===== src/rtl/tach_pkg.sv =====
// ---------------------------------------------------------------------------
// tach_pkg
// Shared definitions for the tachometer scan controller.
//   tach_state_e   : scan FSM state encoding
//   SETTLE_TICKS   : tach ticks spent settling before each measurement
//   PRESCALE_MAX   : largest usable tach_prescale exponent
//   prescale_mask  : low-bit mask selecting the prescaler tick phase
// ---------------------------------------------------------------------------
package tach_pkg;

    typedef enum logic [2:0] {
        ST_IDLE    = 3'd0,
        ST_SETTLE  = 3'd1,
        ST_MEASURE = 3'd2,
        ST_STORE   = 3'd3,
        ST_NEXT    = 3'd4
    } tach_state_e;

    localparam int SETTLE_TICKS = 4;
    localparam int PRESCALE_MAX = 11;

    // Exponents above PRESCALE_MAX clamp so the 12-bit counter always wraps
    // on a whole number of tick periods.
    function automatic logic [11:0] prescale_mask(input logic [3:0] prescale);
        logic [3:0] p;
        p = (prescale > 4'(PRESCALE_MAX)) ? 4'(PRESCALE_MAX) : prescale;
        return (12'd1 << p) - 12'd1;
    endfunction

endpackage


===== src/rtl/tach_scan_ctrl_if.sv =====
// ---------------------------------------------------------------------------
// tach_scan_ctrl_if
// Link between the scan controller and the shared tach measurement engine.
//   eng_tachin       : muxed tach input to the engine
//   tach_cnt_clk     : one-PCLK prescaled tick to the engine
//   eng_status_clear : engine status_clear
//   eng_update       : engine update_status
//   eng_dur          : engine TACHPULSEDUR
// master = controller side, slave = engine side.
// ---------------------------------------------------------------------------
interface tach_scan_ctrl_if;

    logic        eng_tachin;
    logic        tach_cnt_clk;
    logic        eng_status_clear;
    logic        eng_update;
    logic [15:0] eng_dur;

    modport master (
        output eng_tachin,
        output tach_cnt_clk,
        output eng_status_clear,
        input  eng_update,
        input  eng_dur
    );

    modport slave (
        input  eng_tachin,
        input  tach_cnt_clk,
        input  eng_status_clear,
        output eng_update,
        output eng_dur
    );

endinterface


===== src/rtl/tach_prescaler.sv =====
// ---------------------------------------------------------------------------
// tach_prescaler
// Free-running 12-bit counter producing a registered one-PCLK tick every
// 2^tach_prescale PCLKs (exponent clamped to PRESCALE_MAX).
//   PCLK, PRESETN  : clock, async active-low reset
//   tach_prescale  : tick period exponent
//   tick           : one-PCLK tick pulse
// ---------------------------------------------------------------------------
module tach_prescaler
    import tach_pkg::*;
(
    input  logic       PCLK,
    input  logic       PRESETN,
    input  logic [3:0] tach_prescale,
    output logic       tick
);

    logic [11:0] cnt;
    logic [11:0] mask;

    assign mask = prescale_mask(tach_prescale);

    always_ff @(posedge PCLK or negedge PRESETN) begin
        if (!PRESETN) begin
            cnt  <= '0;
            tick <= 1'b0;
        end else begin
            cnt  <= cnt + 12'd1;
            tick <= ((cnt & mask) == mask);
        end
    end

endmodule


===== src/rtl/tach_scan_ctrl.sv =====
// ---------------------------------------------------------------------------
// tach_scan_ctrl
// Round-robin scan controller sharing one tach measurement engine across
// TACH_NUM fan tach inputs. Steers one input at a time to the engine,
// settles, waits for the engine result, stores it per channel and raises
// sticky status bits and an interrupt.
//
// Optional build macro: TACH_TIMEOUT_EN -- per-channel measurement timeout
// after TIMEOUT_TICKS ticks; without it MEASURE waits indefinitely and
// tach_timeout is tied to 0.
//
// Ports:
//   PCLK, PRESETN   : clock, async active-low reset
//   TACHIN          : raw tach inputs
//   scan_en         : scan enable
//   tach_prescale   : tick period exponent
//   irq_mask        : per-channel interrupt enable
//   status_wr       : write-1-clear strobe for status/timeout
//   status_wdata    : bits to clear
//   rd_ch           : channel index for rd_dur
//   eng             : engine link (master modport)
//   cur_ch          : channel being measured
//   tach_status     : sticky measurement-done bits
//   tach_timeout    : sticky timeout bits
//   rd_dur          : stored duration of rd_ch (0 if out of range)
//   tach_irq        : registered |(tach_status & irq_mask)
//
// state   | meaning
// --------+-------------------------------------------------------------
// IDLE    | scan disabled, waiting for scan_en
// SETTLE  | count SETTLE_TICKS ticks to flush engine sync / stale edges
// MEASURE | engine status_clear held, wait for tick with eng_update
// STORE   | write eng_dur to dur[cur_ch], set tach_status[cur_ch]
// NEXT    | advance cur_ch (wrapping), back to SETTLE
// ---------------------------------------------------------------------------
module tach_scan_ctrl
    import tach_pkg::*;
#(
    parameter int TACH_NUM      = 4,
    parameter int TIMEOUT_TICKS = 131071
) (
    input  logic                PCLK,
    input  logic                PRESETN,
    input  logic [TACH_NUM-1:0] TACHIN,
    input  logic                scan_en,
    input  logic [3:0]          tach_prescale,
    input  logic [TACH_NUM-1:0] irq_mask,
    input  logic                status_wr,
    input  logic [TACH_NUM-1:0] status_wdata,
    input  logic [3:0]          rd_ch,
    tach_scan_ctrl_if.master    eng,
    output logic [3:0]          cur_ch,
    output logic [TACH_NUM-1:0] tach_status,
    output logic [TACH_NUM-1:0] tach_timeout,
    output logic [15:0]         rd_dur,
    output logic                tach_irq
);

    localparam int SW = $clog2(SETTLE_TICKS);

    if (TACH_NUM < 1 || TACH_NUM > 16 || TIMEOUT_TICKS < 1 || TIMEOUT_TICKS > 131071)
    begin : g_param_check
        $error("tach_scan_ctrl: TACH_NUM or TIMEOUT_TICKS out of range");
    end

    tach_state_e          state, state_nxt;
    logic                 tick;
    logic [SW-1:0]        settle_cnt;
    logic                 settle_done;
    logic                 meas_done;
    logic                 meas_timeout;
    logic                 store_en;
    logic                 timeout_en;
    logic                 advance;
    logic [TACH_NUM-1:0]  ch_onehot;
    logic [TACH_NUM-1:0]  clr_bits;
    logic [15:0]          dur [TACH_NUM];

    tach_prescaler u_prescaler (
        .PCLK          (PCLK),
        .PRESETN       (PRESETN),
        .tach_prescale (tach_prescale),
        .tick          (tick)
    );

    assign eng.tach_cnt_clk = tick;

    always_comb begin
        ch_onehot = '0;
        for (int i = 0; i < TACH_NUM; i++) begin
            ch_onehot[i] = (cur_ch == 4'(i));
        end
    end

    assign settle_done = tick && (settle_cnt == '0);
    assign meas_done   = tick && eng.eng_update;
    assign clr_bits    = status_wr ? status_wdata : '0;

    // ---------------- FSM: state register ----------------
    always_ff @(posedge PCLK or negedge PRESETN) begin
        if (!PRESETN) state <= ST_IDLE;
        else          state <= state_nxt;
    end

    // ---------------- FSM: next state ----------------
    always_comb begin
        state_nxt = state;
        if (!scan_en) begin
            state_nxt = ST_IDLE;
        end else begin
            case (state)
                ST_IDLE:    state_nxt = ST_SETTLE;
                ST_SETTLE:  if (settle_done) state_nxt = ST_MEASURE;
                ST_MEASURE: begin
                    if (meas_done)         state_nxt = ST_STORE;
                    else if (meas_timeout) state_nxt = ST_NEXT;
                end
                ST_STORE:   state_nxt = ST_NEXT;
                ST_NEXT:    state_nxt = ST_SETTLE;
                default:    state_nxt = ST_IDLE;
            endcase
        end
    end

    // ---------------- FSM: outputs ----------------
    // Side effects are gated by scan_en so a disable in any state discards
    // the pending work and leaves cur_ch where it was.
    always_comb begin
        eng.eng_status_clear = 1'b0;
        store_en             = 1'b0;
        timeout_en           = 1'b0;
        advance              = 1'b0;
        case (state)
            ST_MEASURE: begin
                eng.eng_status_clear = 1'b1;
                timeout_en           = scan_en && meas_timeout;
            end
            ST_STORE: store_en = scan_en;
            ST_NEXT:  advance  = scan_en;
            default: ;
        endcase
    end

    // Settle down-counter, reloaded whenever not settling.
    always_ff @(posedge PCLK or negedge PRESETN) begin
        if (!PRESETN)
            settle_cnt <= SW'(SETTLE_TICKS - 1);
        else if (state != ST_SETTLE)
            settle_cnt <= SW'(SETTLE_TICKS - 1);
        else if (tick && settle_cnt != '0)
            settle_cnt <= settle_cnt - SW'(1);
    end

`ifdef TACH_TIMEOUT_EN
    localparam logic [16:0] TO_LOAD = 17'(TIMEOUT_TICKS - 1);

    logic [16:0]         to_cnt;
    logic [TACH_NUM-1:0] set_timeout;

    // An update on the terminal tick takes precedence over the timeout.
    assign meas_timeout = tick && (to_cnt == '0) && !eng.eng_update;
    assign set_timeout  = timeout_en ? ch_onehot : '0;

    always_ff @(posedge PCLK or negedge PRESETN) begin
        if (!PRESETN)
            to_cnt <= TO_LOAD;
        else if (state != ST_MEASURE)
            to_cnt <= TO_LOAD;
        else if (tick && to_cnt != '0)
            to_cnt <= to_cnt - 17'd1;
    end

    always_ff @(posedge PCLK or negedge PRESETN) begin
        if (!PRESETN) tach_timeout <= '0;
        else          tach_timeout <= (tach_timeout & ~clr_bits) | set_timeout;
    end
`else
    assign meas_timeout = 1'b0;
    assign tach_timeout = '0;
`endif

    always_ff @(posedge PCLK or negedge PRESETN) begin
        if (!PRESETN)
            cur_ch <= 4'd0;
        else if (advance)
            cur_ch <= (cur_ch == 4'(TACH_NUM - 1)) ? 4'd0 : cur_ch + 4'd1;
    end

    // Set wins over a same-cycle clear.
    always_ff @(posedge PCLK or negedge PRESETN) begin
        if (!PRESETN) tach_status <= '0;
        else          tach_status <= (tach_status & ~clr_bits) | (store_en ? ch_onehot : '0);
    end

    // A timed-out channel records a duration of 0.
    always_ff @(posedge PCLK or negedge PRESETN) begin
        if (!PRESETN) begin
            for (int i = 0; i < TACH_NUM; i++) dur[i] <= 16'd0;
        end else begin
            for (int i = 0; i < TACH_NUM; i++) begin
                if ((store_en || timeout_en) && ch_onehot[i])
                    dur[i] <= store_en ? eng.eng_dur : 16'd0;
            end
        end
    end

    // Registered so the engine input is 0 while in reset; the settle window
    // absorbs the extra cycle after a channel switch.
    always_ff @(posedge PCLK or negedge PRESETN) begin
        if (!PRESETN) eng.eng_tachin <= 1'b0;
        else          eng.eng_tachin <= |(TACHIN & ch_onehot);
    end

    always_ff @(posedge PCLK or negedge PRESETN) begin
        if (!PRESETN) tach_irq <= 1'b0;
        else          tach_irq <= |(tach_status & irq_mask);
    end

    always_comb begin
        rd_dur = 16'd0;
        for (int i = 0; i < TACH_NUM; i++) begin
            if (rd_ch == 4'(i)) rd_dur = dur[i];
        end
    end

endmodule

===== src/flat_wrapper.sv =====
// flat-port wrapper written by rule: the top's interface ports become plain ports
module tach_scan_ctrl_flat import tach_pkg::*;
#(
    parameter int TACH_NUM      = 4,
    parameter int TIMEOUT_TICKS = 131071
)
  (PCLK, PRESETN, TACHIN, scan_en, tach_prescale, irq_mask, status_wr, status_wdata, rd_ch, cur_ch, tach_status, tach_timeout, rd_dur, tach_irq, eng_eng_tachin, eng_tach_cnt_clk, eng_eng_status_clear, eng_eng_update, eng_eng_dur);
  tach_scan_ctrl_if eng_i ();
  input  logic PCLK;
  input  logic PRESETN;
  input  logic [TACH_NUM-1:0] TACHIN;
  input  logic scan_en;
  input  logic [3:0] tach_prescale;
  input  logic [TACH_NUM-1:0] irq_mask;
  input  logic status_wr;
  input  logic [TACH_NUM-1:0] status_wdata;
  input  logic [3:0] rd_ch;
  output logic [3:0] cur_ch;
  output logic [TACH_NUM-1:0] tach_status;
  output logic [TACH_NUM-1:0] tach_timeout;
  output logic [15:0] rd_dur;
  output logic tach_irq;
  output wire logic [$bits(eng_i.eng_tachin)-1:0] eng_eng_tachin;
  output wire logic [$bits(eng_i.tach_cnt_clk)-1:0] eng_tach_cnt_clk;
  output wire logic [$bits(eng_i.eng_status_clear)-1:0] eng_eng_status_clear;
  input wire logic [$bits(eng_i.eng_update)-1:0] eng_eng_update;
  input wire logic [$bits(eng_i.eng_dur)-1:0] eng_eng_dur;
  assign eng_eng_tachin = eng_i.eng_tachin;
  assign eng_tach_cnt_clk = eng_i.tach_cnt_clk;
  assign eng_eng_status_clear = eng_i.eng_status_clear;
  assign eng_i.eng_update = eng_eng_update;
  assign eng_i.eng_dur = eng_eng_dur;
  tach_scan_ctrl #(.TACH_NUM(TACH_NUM), .TIMEOUT_TICKS(TIMEOUT_TICKS)) u_core (.PCLK(PCLK), .PRESETN(PRESETN), .TACHIN(TACHIN), .scan_en(scan_en), .tach_prescale(tach_prescale), .irq_mask(irq_mask), .status_wr(status_wr), .status_wdata(status_wdata), .rd_ch(rd_ch), .eng(eng_i), .cur_ch(cur_ch), .tach_status(tach_status), .tach_timeout(tach_timeout), .rd_dur(rd_dur), .tach_irq(tach_irq));
endmodule

===== config.mk =====
export PLATFORM = sky130hd
export DESIGN_NAME = tach_scan_ctrl_flat
export DESIGN_NICKNAME = d
export VERILOG_FILES = /design/src/rtl/tach_pkg.sv /design/src/rtl/tach_scan_ctrl_if.sv /design/src/rtl/tach_prescaler.sv /design/src/rtl/tach_scan_ctrl.sv /design/src/flat_wrapper.sv
export SDC_FILE = /design/constraint.sdc
export NUM_CORES = 1
export LEC_CHECK = 0
export BUFFER_PORTS_ARGS = -buffer_cell sky130_fd_sc_hd__buf_4
export CORE_MARGIN = 2
export CORE_UTILIZATION = 46
export CTS_BUF_LIST = sky130_fd_sc_hd__clkbuf_4 sky130_fd_sc_hd__clkbuf_8
export DETAILED_ROUTE_END_ITERATION = 8
export MAX_ROUTING_LAYER = met4
export PLACE_DENSITY = 0.75
export SETUP_SLACK_MARGIN = 0.05
export SLEW_MARGIN = 15
export SYNTH_ARGS = -nofsm -noshare
export SYNTH_HDL_FRONTEND = slang
export SYNTH_HIERARCHICAL = 1
export SYNTH_SLANG_ARGS = --single-unit

===== constraint.sdc =====
create_clock -name PCLK -period 2.7 [get_ports PCLK]
set_clock_uncertainty 0.15 [all_clocks]
set_input_delay 0.54 -clock PCLK [delete_from_list [all_inputs] [get_ports PCLK]]
set_output_delay 0.54 -clock PCLK [all_outputs]
set_load 0.005 [all_outputs]

==> results of run 1 <==
-- flip-flops by register name, summed over array words and instances (netlist names) --
register / cells
u_core/cur_ch: 4
u_core/dur: 64
u_core/eng.eng_tachin: 1
u_core/settle_cnt: 2
u_core/state: 3
u_core/tach_irq: 1
u_core/tach_status: 4
u_core/u_prescaler/cnt: 11
u_core/u_prescaler/tick: 1
-- critical path, stage by stage --
cell and delay, ps:
sky130_fd_sc_hd__buf_4 300, sky130_fd_sc_hd__mux4_2 550, sky130_fd_sc_hd__nor2b_1 140, sky130_fd_sc_hd__buf_4 140
-- cells in the mapped netlist (2+ instances only) --
library cell / n / area, sq um
sky130_fd_sc_hd__a21oi_1: 4 / 20.0
sky130_fd_sc_hd__xnor2_1: 10 / 87.6
sky130_fd_sc_hd__nor3_1: 3 / 15.0
sky130_fd_sc_hd__o21ai_0: 3 / 15.0
sky130_fd_sc_hd__dfrtp_1: 89 / 2230
sky130_fd_sc_hd__xor2_1: 2 / 17.5
sky130_fd_sc_hd__buf_4: 5 / 37.5
sky130_fd_sc_hd__mux4_2: 16 / 360
sky130_fd_sc_hd__a31oi_1: 2 / 12.5
sky130_fd_sc_hd__a22oi_1: 3 / 22.5
sky130_fd_sc_hd__nand2_1: 20 / 75.1
sky130_fd_sc_hd__and4_1: 2 / 17.5
sky130_fd_sc_hd__inv_1: 8 / 30.0
sky130_fd_sc_hd__ha_1: 7 / 87.6
sky130_fd_sc_hd__mux2_2: 30 / 338
sky130_fd_sc_hd__buf_6: 7 / 78.8
sky130_fd_sc_hd__o22ai_1: 2 / 12.5
sky130_fd_sc_hd__nand4_1: 3 / 18.8
sky130_fd_sc_hd__nor2_1: 2 / 7.51
sky130_fd_sc_hd__nand3_4: 4 / 70.1
sky130_fd_sc_hd__dfstp_2: 2 / 52.6
sky130_fd_sc_hd__buf_2: 3 / 15.0
sky130_fd_sc_hd__nand3_1: 5 / 25.0
sky130_fd_sc_hd__o211ai_1: 2 / 15.0
sky130_fd_sc_hd__clkbuf_1: 2 / 7.51
sky130_fd_sc_hd__nor2b_1: 19 / 119
sky130_fd_sc_hd__nand2b_1: 2 / 12.5
sky130_fd_sc_hd__nor3b_1: 3 / 22.5
sky130_fd_sc_hd__mux2_4: 36 / 541
-- through the flow --
step,instance area [sq um],utilization,hold WS [ps],cells
global route,5330,0.550,94.6,521
CTS,5330,0.550,76.1,521
finish,5330,0.550,56.5,521
detailed placement,5120,0.529,340,505
floorplan,4560,-,94.4,320
global placement,5120,0.529,331,505
-- area by class of cell --
| type | instances | area, sq um |
|---|---|---|
| clock buffer | 9 | 124 |
| clock inverter | 7 | 82.6 |
| fill | 824 | 4360 |
| inverter | 8 | 30.0 |
| multi-input combinational | 204 | 2110 |
| sequential | 91 | 2280 |
| tap | 133 | 166 |
| timing repair buffer | 69 | 531 |
-- worst paths after layout --
check	start	end	slack, ps
hold / removal	PRESETN	u_core/dur[27]$_DFFE_PN0P_	60
max in group asynchronous	PRESETN	u_core/settle_cnt[0]$_DFFE_PN1P_	1640
hold reg to reg	u_core/u_prescaler/cnt[7]$_DFF_PN0_	u_core/u_prescaler/cnt[7]$_DFF_PN0_	360
setup reg to reg	u_core/state[2]$_DFFE_PN0P_	u_core/dur[1]$_DFFE_PN0P_	620
setup / recovery	rd_ch[0]	rd_dur[8]	310
min in group PCLK	irq_mask[1]	u_core/tach_irq$_DFF_PN0_	260
-- logic make-up after synthesis --
| logic type | synth area share |
|---|---|
| other | 0.000824 |
| buffers and inverters | 0.0371 |
| adders and majority gates | 0.0193 |
| and+or+nand+nor | 0.109 |
| AOI/OAI and AO/OA | 0.0374 |
| muxes | 0.272 |
| xor gates and xnor gates | 0.0231 |
| DFF | 0.501 |
-- report_power, final --
group | switching [uW] | total, uW | internal [uW]
clock | 504 | 946 | 442
combinational | 88.2 | 173 | 84.5
sequential | 7.98 | 1380 | 1370
-- metal layers --
metal | up-vias | share of wire | global-route usage
met5 | - | 0 | -
li1 | 1266 | - | -
met2 | 55 | 0.49 | 0.269
met1 | 1413 | 0.46 | 0.240
met4 | 0 | 0.0061 | 0.0364
met3 | 5 | 0.039 | 0.0477
==> metrics.log, run 1 <==
INFO  metric grt_setup_unrepaired = no
INFO  metric post_drt_via_cell_ratio = 5.26
INFO  metric io_buffers = 68
INFO  metric crit_path_end_kind = output pin
INFO  metric areaGrowthSynthToFinish = 17.1%
INFO  metric synth.avg_cell_area = 14.4 sq um
INFO  metric share_of_synthesized_flip_flops_with_an_asynchronous_set_or_reset = 1.00
INFO  metric wl_per_cell = 16.7 um
INFO  metric core_region_area = 9680 sq um
INFO  metric synth_cell_types = 50
INFO  metric layout_common_cells = 89 x sky130_fd_sc_hd__dfrtp_1, 68 x sky130_fd_sc_hd__buf_4, 36 x sky130_fd_sc_hd__mux2_4
INFO  metric ys.flop_type = sky130_fd_sc_hd__dfrtp_1
INFO  metric postSynthRegisterBits = 91
INFO  metric maxCapViolCount = 0
INFO  metric slew_violations = 0
INFO  metric setup.worst_path.start_class = primary input
INFO  metric wp_data_arrival = 1700 ps
INFO  metric clockRootBuffer = sky130_fd_sc_hd__clkbuf_8
INFO  metric globalRouteTotalUtil = 0.177
INFO  metric synthesis.instances = 317
INFO  metric route.vias.total = 2739
INFO  metric htree_levels = 3
INFO  metric global_route.overflow_total = 0
INFO  metric drt_first_iter_violations = 46
INFO  metric remaining_drc_errors = 0
INFO  metric fin_crit_sh = 0.884
INFO  metric dpl_worst_slack = 279 ps
INFO  metric drt_first_pass_iters = 4
INFO  metric floorplan.initialDensity = 0.470
INFO  metric power_density = 470 nW/um^2
INFO  metric detailed_place_hpwl = 5.88 mm
INFO  metric yosys_warnings = 6
INFO  metric critical_path_class = in -> out
INFO  metric drt.antenna.violating_nets = 0
INFO  metric drt-total-wl = 8.68 mm
INFO  metric ctsHoldBuffers = 0
INFO  metric die_width = 103 um
INFO  metric synth_enable_flop_cells = 0
INFO  metric final.setup.worst_slack = 314 ps
INFO  metric final_sum_of_negative_setup_slack = 0 ps
INFO  metric n_antenna_cell = 0
INFO  metric layout_min_cycle_time = 2390 ps
INFO  metric fin_hold_viols = 0
INFO  metric yosysSeqAreaShare = 0.501
INFO  metric reg2regPathDepth = 3
INFO  metric ctsLongestPathBuffers = 2
INFO  metric die_height = 103 um
INFO  metric boundaryPins = 73
INFO  metric clk_transition_reported_paths = 100 ps
INFO  metric finalSetupViolCount = 0
INFO  metric slew-limit-headroom = 0.549
INFO  metric max_clock_freq = 419 MHz
INFO  metric critical_path.max_fanout = 16
INFO  metric layout.cells.most_common = sky130_fd_sc_hd__dfrtp_1
INFO  metric total_power = 2500 uW
INFO  metric grt_start_max_net_pins = 54
INFO  metric worstPathRequired = 2010 ps
INFO  metric grt_pass1_wl = 13.9 mm
INFO  metric run_status = completed
INFO  metric tritoncts = yes
INFO  metric nNetsFinal = 431
INFO  metric postCtsResizedCells = 0
INFO  metric total_die_area = 10700 sq um
INFO  metric grt_antenna_before_repair = 0
INFO  metric place_congestion = 0.758
INFO  metric max-vdd-ir-drop = 0.255 mV
INFO  metric synthesis.area = 4550 sq um
INFO  metric number_of_global_route_vias_before_repair = 2777
INFO  metric worst_pin_slew = 677 ps
INFO  metric cts_num_sinks = 91
INFO  metric clock_latency_of_the_later_clocked_register_in_the_worst_skew_pair = 360 ps
INFO  metric min_path_type = in -> async
INFO  metric rows = 36
INFO  metric layout-drive-gt1-share = 0.472
INFO  metric power.static_leakage = 0.00267 uW
INFO  metric numCtsBuffers = 9
INFO  metric number_of_buffers_added_for_setup_after_cts = 0
Power figures use the tool's default switching activity.
==> inputs of run 2 (changes only) <==
--- a/constraint.sdc
+++ b/constraint.sdc
@@ -4,2 +4,2 @@
 set_output_delay 0.54 -clock PCLK [all_outputs]
-set_load 0.005 [all_outputs]
+set_load 0.1 [all_outputs]
==> run 2 against run 1 <==
  * Flip-flop and latch count unchanged
  * Clock power decreased by 5.6%
  * Cell count unchanged
  * Worst hold slack got worse by 36 ps
  * Combinational power increased by 29%
  * Sequential share of layout area decreased by 0.19 points
  * Utilization increased by 0.25 points
  * Largest power group unchanged
==> metrics.log, run 2 (synthesis results as in run 1) <==
INFO  metric timing.critical_path.mode_cell = sky130_fd_sc_hd__buf_4
INFO  metric finalSetupViolCount = 0 (unchanged)
INFO  metric globalRouteTotalUtil = 0.184 (+0.00697)
INFO  metric tritoncts = yes
INFO  metric global_route.overflow_total = 0 (unchanged)
INFO  metric die_width = 103 um (unchanged)
INFO  metric total_die_area = 10700 sq um (unchanged)
INFO  metric run_status = completed
INFO  metric areaGrowthSynthToFinish = 17.6%
INFO  metric grt_pass1_wl = 14.5 mm (+4.0%)
INFO  metric slew-limit-headroom = 0.618 (+0.0690)
INFO  metric critical_path_class = in -> out
INFO  metric reg.largest.list = u_core/dur x64, u_core/u_prescaler/cnt x11
INFO  metric worstPathRequired = 2010 ps (about the same)
INFO  metric n_antenna_cell = 0 (unchanged)
INFO  metric timing.critical_path.slowest_stage_cell = sky130_fd_sc_hd__mux4_2
INFO  metric largest_register_ff_count = 64 (unchanged)
INFO  metric layout_common_cells = 89 x sky130_fd_sc_hd__dfrtp_1, 68 x sky130_fd_sc_hd__buf_4, 36 x sky130_fd_sc_hd__mux2_4
INFO  metric cts_num_sinks = 91 (unchanged)
INFO  metric setup.worst_path.start_class = primary input
INFO  metric detailed_place_hpwl = 6.04 mm (+2.8%)
INFO  metric grt_antenna_before_repair = 0 (unchanged)
INFO  metric path_cells = buf_4 > mux4_2 > nor2b_1 > buf_4
INFO  metric ctsLongestPathBuffers = 2 (unchanged)
INFO  metric critical_path.max_fanout = 16 (unchanged)
INFO  metric postCtsResizedCells = 0 (unchanged)
INFO  metric htree_levels = 3 (unchanged)
INFO  metric die_height = 103 um (unchanged)
INFO  metric clockRootBuffer = sky130_fd_sc_hd__clkbuf_8
INFO  metric io_buffers = 68 (unchanged)
INFO  metric drt_first_pass_iters = 4 (unchanged)
INFO  metric maxCapViolCount = 0 (unchanged)
INFO  metric numCtsBuffers = 9 (unchanged)
INFO  metric finish.utilization = 0.552 (+0.00245)
INFO  metric fin_crit_sh = 0.929 (+0.0450)
INFO  metric cpLargestDelayFamily = buffers and inverters
INFO  metric floorplan.initialDensity = 0.470 (unchanged)
INFO  metric crit_path_end_kind = output pin
INFO  metric max_clock_freq = 399 MHz (-4.8%)
INFO  metric ctsHoldBuffers = 0 (unchanged)
INFO  metric max-vdd-ir-drop = 0.236 mV (-7.7%)
INFO  metric top_register = u_core/dur
INFO  metric grt_start_max_net_pins = 50 (-7.4%)
INFO  metric drt_first_iter_violations = 68 (+48%)
INFO  metric clk_transition_reported_paths = 90 ps (about the same)
INFO  metric cell_area_reported_after_detailed_placement = 5160 sq um (+0.73%)
INFO  metric path_buf_inv = 2 (unchanged)
INFO  metric place_congestion = 0.786 (+3.7%)
INFO  metric wl_per_cell = 17.3 um (+3.6%)
INFO  metric route.vias.total = 2735 (-0.15%)
INFO  metric drt-total-wl = 9.00 mm (+3.6%)
INFO  metric layout_min_cycle_time = 2510 ps (+121 ps)
INFO  metric nNetsFinal = 431 (unchanged)
INFO  metric core_region_area = 9680 sq um (unchanged)
INFO  metric wp_data_arrival = 1820 ps (+120 ps)
INFO  metric clock_latency_of_the_later_clocked_register_in_the_worst_skew_pair = 350 ps (about the same)
INFO  metric remaining_drc_errors = 0 (unchanged)
INFO  metric rows = 36 (unchanged)
INFO  metric layout.cells.most_common = sky130_fd_sc_hd__dfrtp_1
INFO  metric final_design_area_no_fill = 5350 sq um (+0.45%)
INFO  metric min_path_type = in -> async
INFO  metric number_of_buffers_added_for_setup_after_cts = 0 (unchanged)
INFO  metric power_density = 467 nW/um^2 (-0.52%)
INFO  metric boundaryPins = 73 (unchanged)
INFO  metric layout-drive-gt1-share = 0.487 (+0.0155)
INFO  metric slew_violations = 0 (unchanged)
INFO  metric total_power = 2500 uW (about the same)
INFO  metric post_drt_via_cell_ratio = 5.25 (-0.15%)
INFO  metric crit_path_max_incr_delay = 560 ps (about the same)
INFO  metric drt.antenna.violating_nets = 0 (unchanged)
INFO  metric fin_worst_hold_slack = 20.9 ps (-35.7 ps)
INFO  metric fin_hold_viols = 0 (unchanged)
INFO  metric worst_pin_slew = 573 ps (-104 ps)
INFO  metric number_of_global_route_vias_before_repair = 2901 (+4.5%)
INFO  metric grt_setup_unrepaired = no
INFO  metric power.static_leakage = 0.00268 uW (+0.16%)
[run 2: cell count changes in the layout (fill, tap and decap cells not counted)]
cell	previous run	this run
sky130_fd_sc_hd__nor2b_4	0	4
sky130_fd_sc_hd__nor2b_2	0	1
sky130_fd_sc_hd__inv_6	2	1
sky130_fd_sc_hd__clkinvlp_4	2	0
sky130_fd_sc_hd__nor2b_1	19	14
sky130_fd_sc_hd__clkinv_4	1	3
sky130_fd_sc_hd__nor3b_1	3	2
sky130_fd_sc_hd__bufinv_16	1	0
sky130_fd_sc_hd__nor3b_2	0	1
sky130_fd_sc_hd__inv_8	1	3
[run 2: final cells by class]
cell class / instances / area (sq um)
Clock inverter: 7 / 68.8
Timing Repair Buffer: 69 / 531
Sequential cell: 91 / 2280
Multi-Input combinational cell: 204 / 2150
Inverter: 8 / 30.0
Tap cell: 133 / 166
Clock buffer: 9 / 124
Fill cell: 811 / 4340
[run 2: worst reg2reg max path, stage by stage, from the launching register on]
cell                      delay (ps)
sky130_fd_sc_hd__dfrtp_1         450
sky130_fd_sc_hd__and4b_1         540
sky130_fd_sc_hd__nand3_4         390
sky130_fd_sc_hd__mux2_4          440
[run 2: stage by stage]
step                instances  setup slack, ps  setup TNS [ps]
finish                    521              193               0
global route              521              113               0
detailed placement        505              164               0
floorplan                 320             -584           -5420
CTS                       521              161               0
global placement          505              191               0
[run 2: path summary, 6_finish.rpt]
| check | from | endpoint | slack [ps] | cells past startpoint |
|---|---|---|---|---|
| worst max-delay path | rd_ch[0] | rd_dur[15] | 190 | 4 |
| worst min-delay path | PRESETN | u_core/tach_irq$_DFF_PN0_ | 20 | 1 |
| worst max register to register | u_core/state[2]$_DFFE_PN0P_ | u_core/dur[24]$_DFFE_PN0P_ | 620 | 3 |
| worst min register to register | u_core/u_prescaler/cnt[10]$_DFF_PN0_ | u_core/u_prescaler/cnt[10]$_DFF_PN0_ | 360 | 1 |
| max in group asynchronous | PRESETN | u_core/dur[35]$_DFFE_PN0P_ | 1720 | 2 |
| min in group PCLK | irq_mask[3] | u_core/tach_irq$_DFF_PN0_ | 250 | 3 |
[run 2: routing by layer]
layer,global-route usage,up-vias,part of all wire
met3,0.0450,6,0.040
met4,0.0395,0,0.0088
met2,0.304,54,0.50
li1,-,1271,-
met5,-,-,0
met1,0.231,1404,0.45
[run 2: power breakdown]
| group | switching, uW | total (uW) | internal [uW] |
|---|---|---|---|
| registers | 7.68 | 1380 | 1370 |
| clock network | 531 | 893 | 362 |
| logic | 138 | 224 | 85.5 |
| total | 677 | 2500 | 1820 |
==> inputs of run 3 (changes only) <==
HOLD_SLACK_MARGIN = 0.15   (was unset)
clock period = 3.1 ns   (was 2.7 ns; I/O delays follow)
==> run 3 against run 2 <==
  * Worst hold slack better by 300 ps
  * Total power is 6.9% lower
  * Register-to-register slack better by 390 ps
  * Final area is 1.1% higher
  * Count of clock-buffer cells in the layout up 1
  * Non-clock buffer count up 1
  * First-iteration DRC count rose by 54%
  * Routed wire length shrank 3.1%
  * Critical path depth stayed put
  * Critical path type unchanged
  * Critical endpoint is now rd_dur[0]
==> metrics.log, run 3 (synthesis results as in run 1) <==
INFO  metric global_route.usage.met3 = 0.0491 (+0.00403)
INFO  metric tritoncts = yes
INFO  metric numCtsBuffers = 9 (unchanged)
INFO  metric grt_setup_unrepaired = no
INFO  metric wl_per_cell = 16.7 um (-3.3%)
INFO  metric layout_min_cycle_time = 2670 ps
INFO  metric layout-drive-gt1-share = 0.514 (+0.0270)
INFO  metric min_to = u_core/tach_irq$_DFF_PN0_
INFO  metric sequentialPowerShare = 0.517 (-0.036)
INFO  metric total_power = 2330 uW (-6.9%)
INFO  metric clockPowerShare = 0.399 (+0.042)
INFO  metric critical_path.max_fanout = 16 (unchanged)
INFO  metric grt_start_max_net_pins = 54 (+8.0%)
INFO  metric place_congestion = 0.806 (+2.6%)
INFO  metric nFillCells = 805 (-0.74%)
INFO  metric r2r_start = u_core/state[2]$_DFFE_PN0P_
INFO  metric groute.layer.met2.usage = 0.256 (-0.0476)
INFO  metric n_antenna_cell = 0 (unchanged)
INFO  metric boundaryPins = 73 (unchanged)
INFO  metric path_cells = buf_4 > mux4_2 > nor2b_2 > buf_4
INFO  metric nNetsFinal = 432 (+0.23%)
INFO  metric drt_first_pass_iters = 4 (unchanged)
INFO  metric floorplan.initialDensity = 0.470 (unchanged)
INFO  metric final.setup.worst_slack = 435 ps (+242 ps)
INFO  metric drt.antenna.violating_nets = 0 (unchanged)
INFO  metric crit_path_max_incr_delay = 550 ps (about the same)
INFO  metric worstPathRequired = 2330 ps (+320 ps)
INFO  metric number_of_buffers_added_for_setup_after_cts = 0 (unchanged)
INFO  metric min-delay-start = irq_mask[3]
INFO  metric cell_internal_pwr = 1760 uW (-3.6%)
INFO  metric number_of_global_route_vias_before_repair = 2789 (-3.9%)
INFO  metric areaGrowthSynthToFinish = 18.8%
INFO  metric clockRootBuffer = sky130_fd_sc_hd__clkbuf_8
INFO  metric combPwrFrac = 0.084 (-0.006)
INFO  metric detailed_place_hpwl = 5.89 mm (-2.6%)
INFO  metric slew-limit-headroom = 0.662 (+0.0442)
INFO  metric largest_register_ff_count = 64 (unchanged)
INFO  metric critical_path_class = in -> out
INFO  metric fin_hold_viols = 0 (unchanged)
INFO  metric finalSetupViolCount = 0 (unchanged)
INFO  metric core_region_area = 9680 sq um (unchanged)
INFO  metric io_buffers = 68 (unchanged)
INFO  metric clk_transition_reported_paths = 80 ps (about the same)
INFO  metric dpl_worst_slack = 424 ps (+260 ps)
INFO  metric grt_busiest_layer = met1
INFO  metric r2r_end = u_core/dur[43]$_DFFE_PN0P_
INFO  metric remaining_drc_errors = 0 (unchanged)
INFO  metric layout_common_cells = 89 x sky130_fd_sc_hd__dfrtp_1, 68 x sky130_fd_sc_hd__buf_4, 36 x sky130_fd_sc_hd__mux2_4
INFO  metric fin_crit_sh = 0.860
INFO  metric final_sum_of_negative_setup_slack = 0 ps (unchanged)
INFO  metric power_density = 430 nW/um^2 (-7.9%)
INFO  metric timing.critical_path.mode_cell = sky130_fd_sc_hd__buf_4
INFO  metric setup.worst_path.start_class = primary input
INFO  metric total_die_area = 10700 sq um (unchanged)
INFO  metric grt_pass1_wl = 14.5 mm (about the same)
INFO  metric reg.largest.list = u_core/dur x64, u_core/u_prescaler/cnt x11
INFO  metric drt-total-wl = 8.71 mm (-3.1%)
INFO  metric grt_antenna_before_repair = 0 (unchanged)
INFO  metric slew_violations = 0 (unchanged)
INFO  metric timing.critical_path.slowest_stage_cell = sky130_fd_sc_hd__mux4_2
INFO  metric wp_data_arrival = 1900 ps (+80 ps)
INFO  metric met1_usage = 0.263 (+0.0327)
INFO  metric min_path_type = in -> reg
INFO  metric die_height = 103 um (unchanged)
INFO  metric maxCapViolCount = 0 (unchanged)
INFO  metric power.net_switching = 570 uW (-16%)
INFO  metric drt_first_iter_violations = 105 (+54%)
INFO  metric rows = 36 (unchanged)
INFO  metric clock_latency_of_the_later_clocked_register_in_the_worst_skew_pair = 360 ps (about the same)
INFO  metric run_status = completed
INFO  metric whs_path_depth = 3
INFO  metric cts_num_sinks = 91 (unchanged)
INFO  metric globalRouteTotalUtil = 0.185 (+0.00169)
INFO  metric power.static_leakage = 0.00270 uW (+0.77%)
INFO  metric post_drt_via_cell_ratio = 5.23 (-0.37%)
INFO  metric max-vdd-ir-drop = 0.293 mV (+24%)
INFO  metric route.vias.total = 2730 (-0.18%)
INFO  metric ctsLongestPathBuffers = 2 (unchanged)
INFO  metric reg2regPathDepth = 3 (unchanged)
INFO  metric htree_levels = 3 (unchanged)
INFO  metric global_route.overflow_total = 0 (unchanged)
INFO  metric regToRegSetupSlack = 1010 ps (+390 ps)
INFO  metric crit_path_end_kind = output pin
INFO  metric layout.cells.most_common = sky130_fd_sc_hd__dfrtp_1
INFO  metric top_register = u_core/dur
INFO  metric power.share.switching = 0.245 (-0.0260)
INFO  metric max_clock_freq = 375 MHz
INFO  metric die_width = 103 um (unchanged)
INFO  metric worst_pin_slew = 507 ps (-66.3 ps)
-- run 3: cell count changes in the layout (fill, tap and decap cells not counted), sizes merged --
cell,change
clkinv,-1
inv,-2
clkbuf,+1
dlygate4sd3,+1
bufinv,+2
-- run 3: timing repair --
action / in CTS / in global routing
resized for setup: 0 / 0
endpoints found under the hold margin: 36 / 0
hold buffers: 1 / 0
-- run 3: power by group through the flow --
stage | sequential, uW | combinational, uW | clock [uW]
2_1_floorplan | 1240 | 98.6 | 0
5_1_grt | 1210 | 211 | 1010
4_1_cts | 1200 | 198 | 950
6_report | 1200 | 194 | 929
3_3_place_gp | 1230 | 192 | 0
3_5_place_dp | 1230 | 196 | 0
-- run 3: worst max path at each step --
| stage | from | end | slack, ps | depth (start not counted) |
|---|---|---|---|---|
| final | rd_ch[0] | rd_dur[0] | 430 | 4 |
| after global routing | rd_ch[0] | rd_dur[8] | 360 | 4 |
| after CTS | rd_ch[0] | rd_dur[10] | 420 | 4 |
| after detailed placement | rd_ch[0] | rd_dur[3] | 420 | 4 |
| after global placement | rd_ch[0] | rd_dur[0] | 440 | 4 |
| after floorplan | rd_ch[0] | rd_dur[10] | 190 | 4 |
-- run 3: final cells by class --
cell class,count,area (sq um),area share
clock buffer,10,138,0.0255
multi-input combinational,204,2160,0.399
sequential,91,2280,0.422
tap,133,166,0.0308
timing repair buffer,70,541,0.100
inverter,8,30.0,0.00555
clock inverter,6,95.1,0.0176
-- run 3: routing by layer --
metal | vias up | routed length (um)
li1 | 1264 | -
met2 | 56 | 3960
met3 | 16 | 344
met4 | 0 | 159
met5 | - | 0
met1 | 1394 | 4250
-- run 3: through the flow --
| step | area (sq um) | hold slack (ps) | util | instances |
|---|---|---|---|---|
| final | 5410 | 324 | 0.558 | 522 |
| after global routing | 5410 | 317 | 0.558 | 522 |
| after CTS | 5410 | 305 | 0.558 | 522 |
| after detailed placement | 5160 | 334 | 0.533 | 505 |
| after global placement | 5160 | 332 | 0.533 | 505 |
| after floorplan | 4610 | 174 | - | 320 |
-- run 3: critical path: cells and delay by family --
family        cells  cell delay, ps
simple gates      1             170
buf+inv           2             550
mux               1             550
